===== config.mk =====
export PLATFORM = sky130hd
export DESIGN_NAME = symbol_frame_arbiter
export DESIGN_NICKNAME = d
export VERILOG_FILES = /design/src/rtl/symbol_frame_arbiter.sv
export SDC_FILE = /design/constraint.sdc
export NUM_CORES = 1
export LEC_CHECK = 0
export CORE_MARGIN = 1
export CORE_UTILIZATION = 45
export DETAILED_ROUTE_END_ITERATION = 8
export GPL_ROUTABILITY_DRIVEN = 0
export HOLD_SLACK_MARGIN = 0.03
export PLACE_DENSITY_LB_ADDON = 0.15
export REMOVE_ABC_BUFFERS = 1
export SYNTH_ARGS = -nofsm -noshare
export SYNTH_HDL_FRONTEND = slang
export SYNTH_SLANG_ARGS = --single-unit

===== constraint.sdc =====
create_clock -name clk -period 1.6 [get_ports clk]
set_input_delay 0.24 -clock clk [delete_from_list [all_inputs] [get_ports clk]]
set_output_delay 0.24 -clock clk [all_outputs]
set_load 0.01 [all_outputs]

===== src/rtl/symbol_frame_arbiter.sv =====
// symbol_frame_arbiter: shares one symbol_encoder between two symbol sources.
// Whole frames are granted round-robin. SYNC symbols (FRP=111) go out while idle,
// during the preamble and after an aborted frame, so every frame starts from pos_x.
//
// Ports:
//   clk, rst_n                    clock (rising edge), asynchronous active-low reset
//   reqN_valid/frp/last/ready     symbol stream from requester N (N=0,1), {Flip,Rotate,Polarity}
//   ss_Flip/ss_Rotate/ss_Polarity registered encoder command
//   grant                         one-hot owner of the current frame, 00 when none
//   frame_done                    one-cycle pulse issued with a frame's last symbol
//   underrun, bad_code            sticky error flags, cleared only by reset
// Optional feature, macro STATE_MIRROR_EN:
//   enc_state                     encoder wire_state {axis[1:0], neg}
//   mirror_err                    sticky, the local encoder model disagreed with enc_state
module symbol_frame_arbiter #(
    parameter int unsigned PRE_LEN = 2,
    parameter int unsigned CNT_W   = 4
) (
    input  logic       clk,
    input  logic       rst_n,
    input  logic       req0_valid,
    input  logic [2:0] req0_frp,
    input  logic       req0_last,
    output logic       req0_ready,
    input  logic       req1_valid,
    input  logic [2:0] req1_frp,
    input  logic       req1_last,
    output logic       req1_ready,
    output logic       ss_Flip,
    output logic       ss_Rotate,
    output logic       ss_Polarity,
    output logic [1:0] grant,
    output logic       frame_done,
    output logic       underrun,
    output logic       bad_code
`ifdef STATE_MIRROR_EN
    ,
    input  logic [2:0] enc_state,
    output logic       mirror_err
`endif
);

    localparam logic [2:0] SYNC = 3'b111;

    typedef enum logic [1:0] {IDLE, PRE, XFER, ABORT} state_t;

    state_t           state;
    logic [CNT_W-1:0] cnt;
    logic [2:0]       ss_q;
    logic             rr_ptr;      // 0: req0 wins a tie, 1: req1 wins a tie

    // Symbol stream of the current owner
    logic       sel_valid;
    logic       sel_last;
    logic [2:0] sel_frp;
    logic       sel_bad;
    logic       pick1;

    assign sel_valid = grant[1] ? req1_valid : req0_valid;
    assign sel_last  = grant[1] ? req1_last  : req0_last;
    assign sel_frp   = grant[1] ? req1_frp   : req0_frp;
    assign sel_bad   = sel_frp[2] & (sel_frp[1] | sel_frp[0]);
    assign pick1     = req1_valid & (~req0_valid | rr_ptr);

    assign {ss_Flip, ss_Rotate, ss_Polarity} = ss_q;

    // Frame FSM with registered encoder command, grant, ready and status
    always_ff @(posedge clk or negedge rst_n) begin
        if (!rst_n) begin
            state      <= IDLE;
            cnt        <= '0;
            ss_q       <= SYNC;
            grant      <= 2'b00;
            req0_ready <= 1'b0;
            req1_ready <= 1'b0;
            frame_done <= 1'b0;
            underrun   <= 1'b0;
            bad_code   <= 1'b0;
            rr_ptr     <= 1'b0;
        end else begin
            frame_done <= 1'b0;
            ss_q       <= SYNC;
            case (state)
                IDLE: begin
                    if (req0_valid || req1_valid) begin
                        grant <= pick1 ? 2'b10 : 2'b01;
                        cnt   <= CNT_W'(PRE_LEN - 1);
                        state <= PRE;
                    end
                end
                PRE: begin
                    if (cnt == '0) begin
                        req0_ready <= grant[0];
                        req1_ready <= grant[1];
                        state      <= XFER;
                    end else begin
                        cnt <= cnt - CNT_W'(1);
                    end
                end
                XFER: begin
                    if (sel_valid) begin
                        // Codes 101..111 are not payload; substitute SYNC
                        if (sel_bad) begin
                            bad_code <= 1'b1;
                        end else begin
                            ss_q <= sel_frp;
                        end
                        if (sel_last) begin
                            frame_done <= 1'b1;
                            rr_ptr     <= grant[0];
                            grant      <= 2'b00;
                            req0_ready <= 1'b0;
                            req1_ready <= 1'b0;
                            state      <= IDLE;
                        end
                    end else begin
                        underrun <= 1'b1;
                        state    <= ABORT;
                    end
                end
                ABORT: begin
                    // Drain the rest of the frame while holding the encoder at SYNC
                    if (sel_valid && sel_last) begin
                        frame_done <= 1'b1;
                        rr_ptr     <= grant[0];
                        grant      <= 2'b00;
                        req0_ready <= 1'b0;
                        req1_ready <= 1'b0;
                        state      <= IDLE;
                    end
                end
                default: state <= IDLE;
            endcase
        end
    end

`ifdef STATE_MIRROR_EN
    logic [2:0] model_q;

    // Encoder transition on {axis[1:0], neg}; x=00, y=01, z=10
    function automatic logic [2:0] enc_next(input logic [2:0] st, input logic [2:0] code);
        logic [1:0] axis;
        logic       neg;
        axis = st[2:1];
        neg  = st[0];
        if (code[2]) begin
            if (code[1:0] == 2'b00) begin
                enc_next = {axis, ~neg};
            end else begin
                enc_next = 3'b000;
            end
        end else begin
            if (code[1]) begin
                case (axis)
                    2'b00:   axis = 2'b01;
                    2'b01:   axis = 2'b10;
                    default: axis = 2'b00;
                endcase
            end else begin
                case (axis)
                    2'b00:   axis = 2'b10;
                    2'b10:   axis = 2'b01;
                    default: axis = 2'b00;
                endcase
            end
            enc_next = {axis, neg ^ code[0]};
        end
    endfunction

    // Model tracks the encoder, which applies ss_* one clock after it is driven
    always_ff @(posedge clk or negedge rst_n) begin
        if (!rst_n) begin
            model_q    <= 3'b000;
            mirror_err <= 1'b0;
        end else begin
            model_q <= enc_next(model_q, ss_q);
            if (model_q != enc_state) begin
                mirror_err <= 1'b1;
            end
        end
    end
`endif

endmodule


==> metrics.csv, run 1 <==
metric,value,unit
outcome,"complete, no violations",
Synth Area in Adders,0.02782,
Finished Cell Area,1225,µm²
GR Util met3,0.04314,
Avg WL per Cell,13.42,µm
layout cells sized above 1,0.2174,
CP Data Required Time,1.82,ns
post-synthesis compound-gate area fraction,0.2448,
simple logic cell fraction of the synthesized area,0.1419,
global-route usage over all layers,0.2093,
"most common cell after layout, fill and taps aside",clkdlybuf4s50_1,
Final nets,130,
critical path arrival,1.75,ns
clk slew on worst S/H paths,0.10,ns
Final Max Slew Viols,0,
first-pass GRT wire length,3125,µm
routing usage on met2,0.3722,
fin crit share,0.9570,
combinational family with the most area after synthesis,compound AO/OA/AOI/OAI gates,
initial core utilization,0.4993,
gr ovfl total,0,
die area,2182,µm²
initial antenna violation count,0,
"Seq/Total Area, Yosys",0.4771,
clock sinks,17,
GR Util met1,0.2254,
"commonest cells after routing, fill and taps aside","clkdlybuf4s50_1, dfrtp_1, buf_4",
Fin Clk Skew,0.002840,ns
final setup violation count,0,
maximum fanout along the worst path,4,
Slew headroom,0.7824,
Final min period,1.531,ns
VDD IR max,0.001056,V
Initial DRC Count,6,
FMAX,653.1,MHz
clock buffer depth,2,
Pwr Density,1586,nW/µm²
pre-CTS WS,0.01370,ns
vias per std cell,5.371,
critical path capture point type,flop,
worst hold slack,0.2612,ns
Mapped Avg Cell Area,10.84,µm²
final WL,1879,µm
CP Class,flop to flop,
Yosys reg bits,17,
Most used DFF post-synth,dfrtp_1,
final core utilization,0.6799,
Setup WS post-layout,0.06875,ns
Most Crowded Layer GR,met2,
endpoints failing hold,0,
Clock Root Buffer,clkbuf_4,
H-tree levels,1,
yosys warns,0,
I/O pin total,22,
CTS tree,yes,
DRC,0,
die width,46.71,µm
Area Growth Syn to Fin,36.16,%
Core Footprint,1802,µm²
largest net degree at the start of global routing,18,
Post-synth EDFFs,0,
number of global-route vias before repair,754,
Mapped Area,899.6,µm²
Slew @ Worst Pin,0.3264,ns
Post-Synth XOR/XNOR Area,0,
startpoint types,flop,
dpl hpwl,1451,µm
CTS Buf Count,3,
gate count of the mapped netlist,83,
post-place instance area,1182,µm²
leakage,0.5331,nW
Die Y-Extent,46.71,µm
floorplan row count,15,
worst min path class,input pin to async pin,
1st-pass router iterations,3,
I/O Buffers,21,
Max Cap Viol,0,
"FFs w/ async S/R, synth",1.000,
Synth cell types,34,
remaining antenna violation count,0,
Fill cells,157,
"Clk Latency, worst-skew pair",0.29,ns
post-synthesis mux area share,0.06259,
n_diodes,0,
vias,752,
==> worst max-delay path: stages, from the launching register on <==
cell and delay (ns):
dfrtp_1 0.40, inv_2 0.09, ha_1 0.17, or3b_4 0.39
buf_4 0.15, nand3_1 0.09, mux2i_1 0.18
==> cells by family after synthesis <==
logic type      after synthesis
flops                        17
simple gates                 22
mux                           5
buf+inv                       7
compound gates               30
fa+ha+maj                     2
==> worst paths after layout <==
| check | to | slack, ns | cells past startpoint | startpoint |
|---|---|---|---|---|
| max in group asynchronous | ss_q[0]$_DFF_PN1_ | 1.09 | 2 | rst_n |
| min | cnt[2]$_DFFE_PN0P_ | 0.26 | 2 | rst_n |
| min in group clk | bad_code$_DFFE_PN0P_ | 0.47 | 1 | bad_code$_DFFE_PN0P_ |
| min reg2reg | bad_code$_DFFE_PN0P_ | 0.47 | 1 | bad_code$_DFFE_PN0P_ |
| max | cnt[3]$_DFFE_PN0P_ | 0.07 | 6 | cnt[0]$_DFFE_PN0P_ |
| max reg2reg | cnt[3]$_DFFE_PN0P_ | 0.07 | 6 | cnt[0]$_DFFE_PN0P_ |
==> sequential cells by signal, summed over array words and instances, names as in the netlist <==
register / flops
cnt: 4
ss_q: 3
underrun: 1
frame_done: 1
state: 2
grant: 2
bad_code: 1
req1_ready: 1
rr_ptr: 1
req0_ready: 1
==> through the flow <==
| step | instances | TNS, ns | power [mW] |
|---|---|---|---|
| floorplan | 80 | 0 | 1.279 |
| global placement | 135 | 0 | 1.662 |
| detailed placement | 135 | 0 | 1.687 |
| CTS | 139 | 0 | 1.919 |
| global route | 140 | -0.008518 | 2.110 |
| finish | 140 | 0 | 1.942 |
==> report_power, final <==
part	switching, mW	leakage, nW	internal (mW)	total, mW
Clock	0.136	0.0150	0.0970	0.233
Combinational	0.409	0.316	0.532	0.941
Sequential	0.175	0.202	0.593	0.768
==> per-layer routing <==
| layer | share of wire | vias to the layer above |
|---|---|---|
| met3 | 0.042 | 4 |
| met4 | 0.020 | 0 |
| met5 | 0 | - |
| li1 | - | 374 |
| met1 | 0.42 | 356 |
| met2 | 0.52 | 18 |
==> cell type report <==
type	instances	area, µm²	share of cell area
multi-input combinational	59	434.2	0.3544
sequential	17	430.4	0.3514
timing repair buffer	31	287.8	0.2349
tap	25	31.28	0.02554
clock buffer	4	26.28	0.02145
inverter	4	15.01	0.01226
==> Yosys cell counts, drive strengths merged (2+ instances only) <==
master	count	area, µm²
ha	2	25.02
mux2i	3	30.03
nand2b	2	20.02
dfstp	3	78.83
a21o	5	37.54
nand2	5	18.77
o21ai	6	30.03
a21oi	4	20.02
nor3	4	20.02
dfrtp	14	350.3
o31ai	3	36.28
inv	4	15.01
nor2	3	11.26
mux2	2	26.27
a211oi	4	30.03
buf	3	26.27
o2bb2ai	3	26.28
==> what timing repair did <==
action | in CTS | in global routing
pin swaps | 0 | 0
setup buffers | 0 | 1
endpoints found under the setup margin | 2 | 9
hold endpoints to repair | 0 | 0
gates resized for setup | 3 | 6
hold buffers | 0 | 0
(Power assumes the default switching activity.)
==> inputs of run 2 (changes only) <==
RECOVER_POWER = 50   (was default)
==> run 2 against run 1 <==
Register-to-register slack about the same. Via count unchanged. Cell area fell by 1.1%. Sequential power barely moved. Sequential cell count did not move.
==> metrics.csv, run 2 (synthesized netlist as in run 1, its figures left out) <==
metric,value,unit,change
worst r2r dst,cnt[3]$_DFFE_PN0P_,,
"Endpoint, Worst Hold",bad_code$_DFFE_PN0P_,,
startpoint types,flop,,
CTS Buf Count,3,,unchanged
Final Max Slew Viols,0,,unchanged
fin crit share,0.9568,,about the same
I/O Buffers,21,,unchanged
floorplan row count,15,,unchanged
clock buffer depth,2,,unchanged
CTS tree,yes,,
Die Y-Extent,46.71,µm,unchanged
layout cells sized above 1,0.1913,,-0.02609
endpoints failing hold,0,,unchanged
Final nets,130,,unchanged
Biggest register,cnt,,
Fin Clk Skew,0.004789,ns,+0.001949 ns
leakage,0.5276,nW,-1.0%
CP max-delay cell,dfrtp_1,,
clk slew on worst S/H paths,0.10,ns,about the same
initial core utilization,0.4993,,unchanged
die area,2182,µm²,unchanged
largest net degree at the start of global routing,18,,unchanged
die width,46.71,µm,unchanged
outcome,"complete, no violations",,
H-tree levels,1,,unchanged
final WL,1880,µm,about the same
CP Class,flop to flop,,
first-pass GRT wire length,3125,µm,unchanged
critical path arrival,1.75,ns,about the same
dpl hpwl,1451,µm,unchanged
hold_sp,bad_code$_DFFE_PN0P_,,
critical path capture point type,flop,,
Max stage delay on crit path,0.40,ns,about the same
Max Cap Viol,0,,unchanged
"Clk Latency, worst-skew pair",0.29,ns,about the same
1st-pass router iterations,3,,unchanged
global-route usage over all layers,0.2093,,unchanged
Final min period,1.531,ns,-0.0003794 ns
"Power, Total",1.937,mW,-0.26%
CP Data Required Time,1.82,ns,about the same
Avg WL per Cell,13.43,µm,about the same
hold buffers post-CTS,0,,unchanged
Initial DRC Count,11,,+5
DRC,0,,unchanged
number of flip-flops in the largest register,4,,unchanged
"most common cell after layout, fill and taps aside",clkdlybuf4s50_1,,
Area Growth Syn to Fin,34.63,%,
Slew headroom,0.3953,,-0.3871
vias,752,,unchanged
clock sinks,17,,unchanged
hold path cells,1,,
vias per std cell,5.371,,unchanged
Core Footprint,1802,µm²,unchanged
crit-path cells,inv_2 > ha_1 > or3b_4 > buf_4 > nand3_1 > mux2i_1,,
Clock Root Buffer,clkbuf_4,,
r2r setup slk,0.07,ns,about the same
I/O pin total,22,,unchanged
worst min path class,flop to flop,,
Pwr Density,1599,nW/µm²,+0.87%
VDD IR max,0.001054,V,-0.18%
Largest regs,"cnt x4, ss_q x3",,
initial antenna violation count,0,,unchanged
RR Startpoint,cnt[0]$_DFFE_PN0P_,,
gr ovfl total,0,,unchanged
n_diodes,0,,unchanged
final setup violation count,0,,unchanged
"commonest cells after routing, fill and taps aside","clkdlybuf4s50_1, dfrtp_1, buf_4",,
remaining antenna violation count,0,,unchanged
maximum fanout along the worst path,4,,unchanged
number of global-route vias before repair,754,,unchanged
FMAX,653.2,MHz,about the same
Slew @ Worst Pin,0.9070,ns,+0.5806 ns
r2r worst-path depth,6,,unchanged
worst hold slack,0.4744,ns,+0.2132 ns
[run 2: cell types whose count changed in the layout (fill, tap and decap cells not counted)]
cell / before / now
buf_4: 10 / 8
clkbuf_1: 1 / 3
clkdlybuf4s25_1: 0 / 2
clkdlybuf4s50_1: 17 / 16
dfrtp_1: 13 / 14
dfrtp_2: 1 / 0
dlygate4sd3_1: 0 / 1
dlymetal6s2s_1: 2 / 0
[run 2: worst max-delay path: cells and delay by family, from the launching register on]
| kind | cells | cell delay, ns |
|---|---|---|
| adders and majority gates | 1 | 0.17 |
| buffers and inverters | 2 | 0.24 |
| muxes | 1 | 0.18 |
| DFF | 1 | 0.40 |
| and+or+nand+nor | 2 | 0.48 |
[run 2: layout make-up]
type / instances / area [µm²]
clock buffer: 4 / 26.28
fill: 161 / 590.6
inverter: 4 / 15.01
multi-input combinational: 59 / 434.2
sequential: 17 / 429.2
tap: 25 / 31.28
timing repair buffer: 31 / 275.3
[run 2: per-layer routing]
layer	wire length, µm	global-route usage
met1	790	0.2254
met2	973	0.3722
met3	78	0.04314
met4	38	0.1257
met5	0	0
[run 2: report_power, final]
| part | switching (mW) | leakage (nW) | total (mW) | internal [mW] |
|---|---|---|---|---|
| logic | 0.410 | 0.309 | 0.936 | 0.526 |
| clock network | 0.138 | 0.0150 | 0.235 | 0.0970 |
| registers | 0.175 | 0.203 | 0.766 | 0.590 |
| total | 0.723 | 0.528 | 1.94 | 1.21 |
[run 2: stage by stage]
step | cell area (µm²) | std cells | utilization | setup WS (ns) | TNS (ns)
6_report | 1211 | 140 | 0.6722 | 0.06913 | 0
5_1_grt | 1211 | 140 | 0.6722 | -0.008518 | -0.008518
4_1_cts | 1207 | 139 | 0.6701 | 0.004939 | 0
3_5_place_dp | 1182 | 135 | 0.6563 | 0.01370 | 0
3_3_place_gp | 1182 | 135 | 0.6563 | 0.04945 | 0
2_1_floorplan | 873.3 | 80 | - | 0.1383 | 0
[run 2: worst max-delay path by stage]
stage / start / to / slack [ns] / depth (start not counted)
after detailed placement: req1_valid / rr_ptr$_DFFE_PN0P_ / 0.01 / 4
after global routing: cnt[0]$_DFFE_PN0P_ / cnt[3]$_DFFE_PN0P_ / -0.009 / 6
after CTS: ss_q[2]$_DFF_PN1_ / ss_Flip / 0.005 / 1
after floorplan: grant[1]$_DFFE_PN0P_ / bad_code$_DFFE_PN0P_ / 0.14 / 3
final: cnt[0]$_DFFE_PN0P_ / cnt[3]$_DFFE_PN0P_ / 0.07 / 6
after global placement: req1_valid / rr_ptr$_DFFE_PN0P_ / 0.05 / 4
[run 2: repair_timing]
item,4_1_cts,5_1_grt
resized for setup,3,6
endpoints found under the setup margin,2,9
endpoints found under the hold margin,0,0
buffers inserted,0,1
==> inputs of run 3 (changes only) <==
CTS_CLUSTER_DIAMETER = 120   (was default)
==> results of run 3 <==
Final layout, timing and power as in run 2 (identical DEF).
